<file path="config.mk">
export PLATFORM = sky130hd
export DESIGN_NAME = decode_issue_flat
export DESIGN_NICKNAME = d
export VERILOG_FILES = /design/src/rtl/cpu_pkg.sv /design/src/rtl/decode_issue_if.sv /design/src/rtl/decode_scoreboard.sv /design/src/rtl/decode_issue.sv /design/src/flat_wrapper.sv
export SDC_FILE = /design/constraint.sdc
export NUM_CORES = 1
export LEC_CHECK = 0
export ABC_AREA = 1
export CORE_UTILIZATION = 42
export CTS_CLUSTER_DIAMETER = 200
export CTS_CLUSTER_SIZE = 8
export DETAILED_ROUTE_END_ITERATION = 6
export DONT_BUFFER_PORTS = 1
export PLACE_DENSITY = 0.65
export SLEW_MARGIN = 20
export SYNTH_ARGS = -nofsm -noshare
export SYNTH_HDL_FRONTEND = slang
export SYNTH_HIERARCHICAL = 1
export SYNTH_SLANG_ARGS = --single-unit
</file>
<file path="constraint.sdc">
create_clock -name clk -period 2 [get_ports clk]
set_clock_uncertainty 0.05 [all_clocks]
set_input_delay 0.2 -clock clk [delete_from_list [all_inputs] [get_ports clk]]
set_output_delay 0.2 -clock clk [all_outputs]
set_load 0.005 [all_outputs]
</file>
<file path="src/rtl/cpu_pkg.sv">
// Shared CPU definitions: opcodes, instruction field positions, and operand-usage helpers.
// Decode, execute and writeback all import this package.
package cpu_pkg;
  localparam logic [3:0] OP_NOP    = 4'h0;
  localparam logic [3:0] OP_ALU_LO = 4'h1;
  localparam logic [3:0] OP_ALU_HI = 4'h7;
  localparam logic [3:0] OP_ADDI   = 4'h8;
  localparam logic [3:0] OP_LOAD   = 4'h9;
  localparam logic [3:0] OP_STORE  = 4'hA;
  localparam logic [3:0] OP_BEQ    = 4'hB;
  localparam logic [3:0] OP_HALT   = 4'hF;

  localparam int INSTR_W = 16;
  localparam int FIELD_W = 4;
  localparam int OP_LSB  = 12;
  localparam int RD_LSB  = 8;
  localparam int RS1_LSB = 4;
  localparam int RS2_LSB = 0;

  typedef enum logic {ST_RUN, ST_HALTED} dec_state_t;

  function automatic logic is_writer(input logic [3:0] op);
    return (op >= OP_ALU_LO) && (op <= OP_LOAD);
  endfunction

  function automatic logic uses_rs1(input logic [3:0] op);
    return (op >= OP_ALU_LO) && (op <= OP_BEQ);
  endfunction

  function automatic logic uses_rs2(input logic [3:0] op);
    return (op >= OP_ALU_LO) && (op <= OP_ALU_HI);
  endfunction

  function automatic logic uses_rd(input logic [3:0] op);
    return (op == OP_STORE) || (op == OP_BEQ);
  endfunction

  // C..E have no defined behaviour; they flow down the pipe as NOPs.
  function automatic logic is_illegal(input logic [3:0] op);
    return (op > OP_BEQ) && (op < OP_HALT);
  endfunction
endpackage

</file>
<file path="src/rtl/decode_issue_if.sv">
// Decode/issue stage bus: fetch handshake, regfile read controls, execute issue and writeback retire.
interface decode_issue_if #(
  parameter int DATA_W = 16,
  parameter int AW     = 4
);
  logic              instr_valid;
  logic [15:0]       instr;
  logic              instr_ready;
  logic              flush;
  logic              regread;
  logic [AW-1:0]     readregsrc1;
  logic [AW-1:0]     readregsrc2;
  logic [AW-1:0]     readregsrc3;
  logic              ex_valid;
  logic              ex_ready;
  logic [3:0]        ex_op;
  logic [AW-1:0]     ex_dst;
  logic [DATA_W-1:0] ex_imm;
  logic              wb_valid;
  logic [AW-1:0]     wb_dst;

  modport master (
    input  instr_valid, instr, flush, ex_ready, wb_valid, wb_dst,
    output instr_ready, regread, readregsrc1, readregsrc2, readregsrc3,
           ex_valid, ex_op, ex_dst, ex_imm
  );

  modport slave (
    output instr_valid, instr, flush, ex_ready, wb_valid, wb_dst,
    input  instr_ready, regread, readregsrc1, readregsrc2, readregsrc3,
           ex_valid, ex_op, ex_dst, ex_imm
  );
endinterface

</file>
<file path="src/rtl/decode_scoreboard.sv">
// Per-register pending-write bits with set/clear and a three-port busy lookup.
// Set and clear of the same register in one cycle leaves the bit set.
module decode_scoreboard #(
  parameter int NREG = 16,
  parameter int AW   = 4
) (
  input  logic               clk,
  input  logic               rst_n,
  input  logic               set_en,
  input  logic [AW-1:0]      set_addr,
  input  logic               clr_en,
  input  logic [AW-1:0]      clr_addr,
  input  logic [2:0][AW-1:0] rd_addr,
  output logic [2:0]         busy
);
  logic [NREG-1:0] sb;

  for (genvar i = 0; i < NREG; i++) begin : g_bit
    always_ff @(posedge clk or negedge rst_n) begin
      if (!rst_n)                                 sb[i] <= 1'b0;
      else if (set_en && (set_addr == AW'(i)))    sb[i] <= 1'b1;
      else if (clr_en && (clr_addr == AW'(i)))    sb[i] <= 1'b0;
    end
  end

  for (genvar k = 0; k < 3; k++) begin : g_look
    assign busy[k] = sb[rd_addr[k]];
  end
endmodule

</file>
<file path="src/rtl/decode_issue.sv">
// Decode/issue stage: one-instruction slot, scoreboard hazard check, issue register to execute.
// Optional DECODE_STALL_CNT_EN adds a saturating hazard-stall counter output.
module decode_issue
  import cpu_pkg::*;
#(
  parameter int DATA_W = 16,
  parameter int NREG   = 16,
  parameter int AW     = 4
) (
  input  logic           clk,
  input  logic           rst_n,
  decode_issue_if.master bus,
  output logic           halted
`ifdef DECODE_STALL_CNT_EN
  ,
  output logic [15:0]    stall_cnt
`endif
);
  dec_state_t state, state_nxt;

  logic               d_valid;
  logic [INSTR_W-1:0] d_instr;
  logic [3:0]         op;
  logic [AW-1:0]      rd, rs1, rs2;
  logic [3:0]         imm4;
  logic [2:0]         busy;
  logic               run, hazard, issue, instr_ready;

  logic               ex_valid_q;
  logic [3:0]         ex_op_q;
  logic [AW-1:0]      ex_dst_q;
  logic [DATA_W-1:0]  ex_imm_q;

  assign op   = d_instr[OP_LSB  +: FIELD_W];
  assign rd   = d_instr[RD_LSB  +: AW];
  assign rs1  = d_instr[RS1_LSB +: AW];
  assign rs2  = d_instr[RS2_LSB +: AW];
  assign imm4 = d_instr[RS2_LSB +: FIELD_W];

  decode_scoreboard #(.NREG(NREG), .AW(AW)) u_sb (
    .clk      (clk),
    .rst_n    (rst_n),
    .set_en   (issue & is_writer(op)),
    .set_addr (rd),
    .clr_en   (bus.wb_valid),
    .clr_addr (bus.wb_dst),
    .rd_addr  ({rd, rs2, rs1}),
    .busy     (busy)
  );

  // A writer's rd is checked too, so WAW waits like RAW.
  assign hazard = (uses_rs1(op) & busy[0]) | (uses_rs2(op) & busy[1]) |
                  ((uses_rd(op) | is_writer(op)) & busy[2]);

  always_comb begin
    state_nxt   = state;
    run         = (state == ST_RUN);
    issue       = d_valid & ~hazard & ~bus.flush & run & (~ex_valid_q | bus.ex_ready);
    // Flush empties the slot this cycle, so a new fetch can land in the same edge.
    instr_ready = run & (~d_valid | issue | bus.flush);
    if (issue && (op == OP_HALT)) state_nxt = ST_HALTED;
  end

  always_ff @(posedge clk or negedge rst_n) begin
    if (!rst_n) state <= ST_RUN;
    else        state <= state_nxt;
  end

  always_ff @(posedge clk or negedge rst_n) begin
    if (!rst_n) begin
      d_valid <= 1'b0;
      d_instr <= '0;
    end else if (bus.instr_valid && instr_ready) begin
      d_valid <= 1'b1;
      d_instr <= bus.instr;
    end else if (issue || bus.flush) begin
      d_valid <= 1'b0;
    end
  end

  always_ff @(posedge clk or negedge rst_n) begin
    if (!rst_n) begin
      ex_valid_q <= 1'b0;
      ex_op_q    <= '0;
      ex_dst_q   <= '0;
      ex_imm_q   <= '0;
    end else if (issue) begin
      ex_valid_q <= 1'b1;
      ex_op_q    <= is_illegal(op) ? OP_NOP : op;
      ex_dst_q   <= rd;
      ex_imm_q   <= {{(DATA_W-4){imm4[3]}}, imm4};
    end else if (bus.ex_ready) begin
      ex_valid_q <= 1'b0;
    end
  end

`ifdef DECODE_STALL_CNT_EN
  always_ff @(posedge clk or negedge rst_n) begin
    if (!rst_n)                                     stall_cnt <= '0;
    else if (d_valid && hazard && run && (stall_cnt != 16'hFFFF)) stall_cnt <= stall_cnt + 16'd1;
  end
`endif

  assign bus.instr_ready = instr_ready;
  assign bus.regread     = d_valid & run;
  assign bus.readregsrc1 = rs1;
  assign bus.readregsrc2 = rs2;
  assign bus.readregsrc3 = rd;
  assign bus.ex_valid    = ex_valid_q;
  assign bus.ex_op       = ex_op_q;
  assign bus.ex_dst      = ex_dst_q;
  assign bus.ex_imm      = ex_imm_q;
  assign halted          = (state == ST_HALTED);
endmodule

</file>
<file path="src/flat_wrapper.sv">
// flat-port wrapper written by rule: the top's interface ports become plain ports
module decode_issue_flat import cpu_pkg::*;
#(
  parameter int DATA_W = 16,
  parameter int NREG   = 16,
  parameter int AW     = 4
)
  (clk, rst_n, halted, bus_instr_valid, bus_instr, bus_flush, bus_ex_ready, bus_wb_valid, bus_wb_dst, bus_instr_ready, bus_regread, bus_readregsrc1, bus_readregsrc2, bus_readregsrc3, bus_ex_valid, bus_ex_op, bus_ex_dst, bus_ex_imm);
  decode_issue_if #(.DATA_W(DATA_W), .AW(AW)) bus_i ();
  input  logic clk;
  input  logic rst_n;
  output logic halted;
  input wire logic [$bits(bus_i.instr_valid)-1:0] bus_instr_valid;
  input wire logic [$bits(bus_i.instr)-1:0] bus_instr;
  input wire logic [$bits(bus_i.flush)-1:0] bus_flush;
  input wire logic [$bits(bus_i.ex_ready)-1:0] bus_ex_ready;
  input wire logic [$bits(bus_i.wb_valid)-1:0] bus_wb_valid;
  input wire logic [$bits(bus_i.wb_dst)-1:0] bus_wb_dst;
  output wire logic [$bits(bus_i.instr_ready)-1:0] bus_instr_ready;
  output wire logic [$bits(bus_i.regread)-1:0] bus_regread;
  output wire logic [$bits(bus_i.readregsrc1)-1:0] bus_readregsrc1;
  output wire logic [$bits(bus_i.readregsrc2)-1:0] bus_readregsrc2;
  output wire logic [$bits(bus_i.readregsrc3)-1:0] bus_readregsrc3;
  output wire logic [$bits(bus_i.ex_valid)-1:0] bus_ex_valid;
  output wire logic [$bits(bus_i.ex_op)-1:0] bus_ex_op;
  output wire logic [$bits(bus_i.ex_dst)-1:0] bus_ex_dst;
  output wire logic [$bits(bus_i.ex_imm)-1:0] bus_ex_imm;
  assign bus_i.instr_valid = bus_instr_valid;
  assign bus_i.instr = bus_instr;
  assign bus_i.flush = bus_flush;
  assign bus_i.ex_ready = bus_ex_ready;
  assign bus_i.wb_valid = bus_wb_valid;
  assign bus_i.wb_dst = bus_wb_dst;
  assign bus_instr_ready = bus_i.instr_ready;
  assign bus_regread = bus_i.regread;
  assign bus_readregsrc1 = bus_i.readregsrc1;
  assign bus_readregsrc2 = bus_i.readregsrc2;
  assign bus_readregsrc3 = bus_i.readregsrc3;
  assign bus_ex_valid = bus_i.ex_valid;
  assign bus_ex_op = bus_i.ex_op;
  assign bus_ex_dst = bus_i.ex_dst;
  assign bus_ex_imm = bus_i.ex_imm;
  decode_issue #(.DATA_W(DATA_W), .NREG(NREG), .AW(AW)) u_core (.clk(clk), .rst_n(rst_n), .bus(bus_i), .halted(halted));
endmodule
</file>
==> out/metrics.csv <==
stage,metric,value,unit
status,status,finished with violations,
status,failing checks,"DRC, setup timing",
cells_and_area,Area growth syn-to-layout,21.3,%
sta,min cycle time layout,2180,ps
synthesis,Synth Warn #,6,
cells_and_area,most frequent cells in the layout,"nand2_1, nand3_1, dfrtp_1, inv_1, dlygate4sd3_1",
place,dpl cells,447,
synthesis,post-synthesis sequential area ratio,0.409,
critical_path,worst-path maximum fanout,5,
route,met3 routed WL,758,microns
route,Final ANT Viol Nets,0,
critical_path,CP Class,flip-flop to flip-flop,
power_and_ir_drop,VDD IR-drop max,0.000229,V
power_and_ir_drop,power density cells,520,nW/um^2
critical_path,reg-to-reg setup timing slack,-180,ps
route,drt drc,7,
route,initial DRC count,253,
clock_network,TritonCTS buffer count,5,
route,wire length on met1,3.53,mm
sta,Final setup viols,35,
clock_network,Clock Pin Slew Worst Setup and Hold Paths,80,ps
place,DP Area,2840,sq um
sta,worst slew pin tran,628,ps
flow_run,Max-Cap Viols,0,
critical_path,crit start category,flip-flop,
synthesis,largest family of logic cells by synthesized area,simple AND/OR/NAND/NOR gates,
synthesis,simple-gate share of the synthesized area,0.358,
die,Die X-Extent,84.7,microns
die,Die Height,84.7,microns
synthesis,Seq cells post-synth,47,
cells_and_area,"most common cell after layout, fill and taps aside",nand2_1,
sta,RSZ-0062 raised after global routing,true,
global_route,number of global-route vias before repair,2496,
synthesis,Mapped Area,2880,sq um
route,wire per inst,16.6,microns
critical_path,crit end category,flip-flop,
cells_and_area,Filler cells,614,
route,DR WL met2,3.68,mm
synthesis,post-synthesis adder-cell area fraction,0,
place,PortBufs,0,
global_route,first-pass GRT wire length,12.2,mm
synthesis,mux cell area share after synthesis,0,
cells_and_area,final net count,436,
sta,final period utilization,1.09,
die,Initial Util,0.443,
synthesis,Compound-Gate Fraction of Synth Area,0.0627,
cells_and_area,utilization after layout,0.537,
synthesis,Post-Synthesis Net Count,416,
cells_and_area,Final Cell Area,3490,sq um
critical_path,CP required,2170,ps
route,highest metal used,met4,
synthesis,XOR/XNOR share of the synthesized area,0,
sta,Slew HR,0.581,
synthesis,syn avg cell area,7.37,sq um
global_route,gr usage total,0.220,
cells_and_area,Post-Layout Cell Count,488,
route,vias,2691,
clock_network,Sink Count,47,
clock_network,Max Buffers Root-to-Sink,2,
route,drt first pass iters,7,
global_route,grt total ovfl,0,
sta,Final Max Slew Viols,0,
die,cell row count,29,
sta,Fmax,459,MHz
global_route,largest net degree at the start of global routing,48,
place,Post-DP HPWL,5.28,mm
die,die area,7180,sq um
route,DRT Wirelength,8.08,mm
clock_network,CTS H-Tree Depth,2,
clock_network,clk_lat worst skew,310,ps
critical_path,WP data arrival,2350,ps
hold_path,Worst Hold Class,primary input to flip-flop,
die,Top Ports,66,
synthesis,post-synthesis cell type count,25,
power_and_ir_drop,Pleak,1.67,nW
die,core area,6490,sq um
sta,final worst setup slack,-176,ps
route,Vias per Instance,5.51,
clock_network,CTS tree,built,
place,gpl congestion,0.850,
clock_network,clock root buffer,clkbuf_8,
global_route,initial antenna violation count,0,
cells_and_area,share of cells above drive strength 1,0.226,
cells_and_area,diode count,0,
synthesis,Post-Syn Instances,390,
sta,final hold vios,0,
-- logic make-up after synthesis --
logic type             after synthesis
AOI/OAI and AO/OA                   35
buffers and inverters               87
DFF                                 47
and+or+nand+nor                    221
-- state kept, by name, indices dropped and copies added (netlist names) --
| signal | flops |
|---|---|
| u_core/bus.ex_dst | 4 |
| u_core/bus.ex_imm | 4 |
| u_core/bus.ex_op | 4 |
| u_core/bus.ex_valid | 1 |
| u_core/d_instr | 16 |
| u_core/d_valid | 1 |
| u_core/halted | 1 |
| u_core/u_sb/sb | 16 |
-- cell type report --
type	instances	area (sq um)	area share
well taps	77	96.3	0.0276
repair buffers	47	534	0.153
clock inverters	2	37.5	0.0108
multi-input cells	258	1360	0.389
clock buffers	6	72.6	0.0208
flip-flops and latches	47	1180	0.339
inverters	51	209	0.0599
-- Yosys cell counts, drive strengths merged --
master / number / area [sq um]
nor2: 11 / 51.3
o21ai: 32 / 160
inv: 49 / 199
nand2: 128 / 493
o31ai: 2 / 15.0
clkbuf: 3 / 11.3
nor3: 6 / 52.6
nand4: 16 / 100
clkinv: 2 / 7.51
dfrtp: 47 / 1180
nand3: 60 / 333
a21oi: 1 / 5.00
buf: 33 / 272
-- worst paths after layout --
check	start	cells after the start	end
setup / recovery	u_core/d_instr[4]	16	u_core/u_sb/sb[0]
hold / removal	bus_instr_valid	2	u_core/d_instr[4]
setup reg to reg	u_core/d_instr[4]	16	u_core/u_sb/sb[0]
hold reg to reg	u_core/u_sb/sb[12]	2	u_core/u_sb/sb[12]
max in group asynchronous	rst_n	2	u_core/d_instr[5]
min in group asynchronous	rst_n	2	u_core/d_instr[7]
-- timing repair --
item / 4_1_cts / 5_1_grt
endpoints found under the hold margin: 61 / 1
pin swaps: 2 / 23
endpoints found under the setup margin: 35 / 46
hold buffers: 18 / 1
cloned: 1 / 3
gates resized for setup: 15 / 45
setup buffers: 6 / 4
-- worst max-delay path, cell delays in order (launching register included) --
cell     delay (ps)
dfrtp_2         440
buf_6           140
nand2_2          70
nand3_2          70
nand3_1          90
nand3_1         100
nand2_2          60
nor2_2          100
nand2_1          60
nand3_2          70
nand3_4          70
buf_6           150
nor2_4          150
inv_4            60
nor3_4          230
nand2_1          80
o21ai_1          80
-- power breakdown --
part           switching, W  leakage, nW  internal (W)
clock network      0.000323       0.0514      0.000373
registers        0.00000290        0.640      0.000960
logic             0.0000926        0.977     0.0000607
-- metal layers --
layer | track usage | vias to the layer above
met3 | 0.0551 | 15
li1 | - | 1277
met2 | 0.333 | 165
met5 | 0 | -
met4 | 0.0724 | 0
met1 | 0.307 | 1234
-- through the flow --
step	TNS (ps)	power [W]	setup WS (ps)	hold WS, ps
floorplan	-906	0.00105	-160	-146
global placement	0	0.00106	33.2	-144
detailed placement	-232	0.00106	-26.0	-144
CTS	-313	0.00182	-55.7	2.99
global route	-6290	0.00188	-285	6.41
finish	-2100	0.00181	-176	18.5
Note: power is estimated with default switching activity, not from simulation.
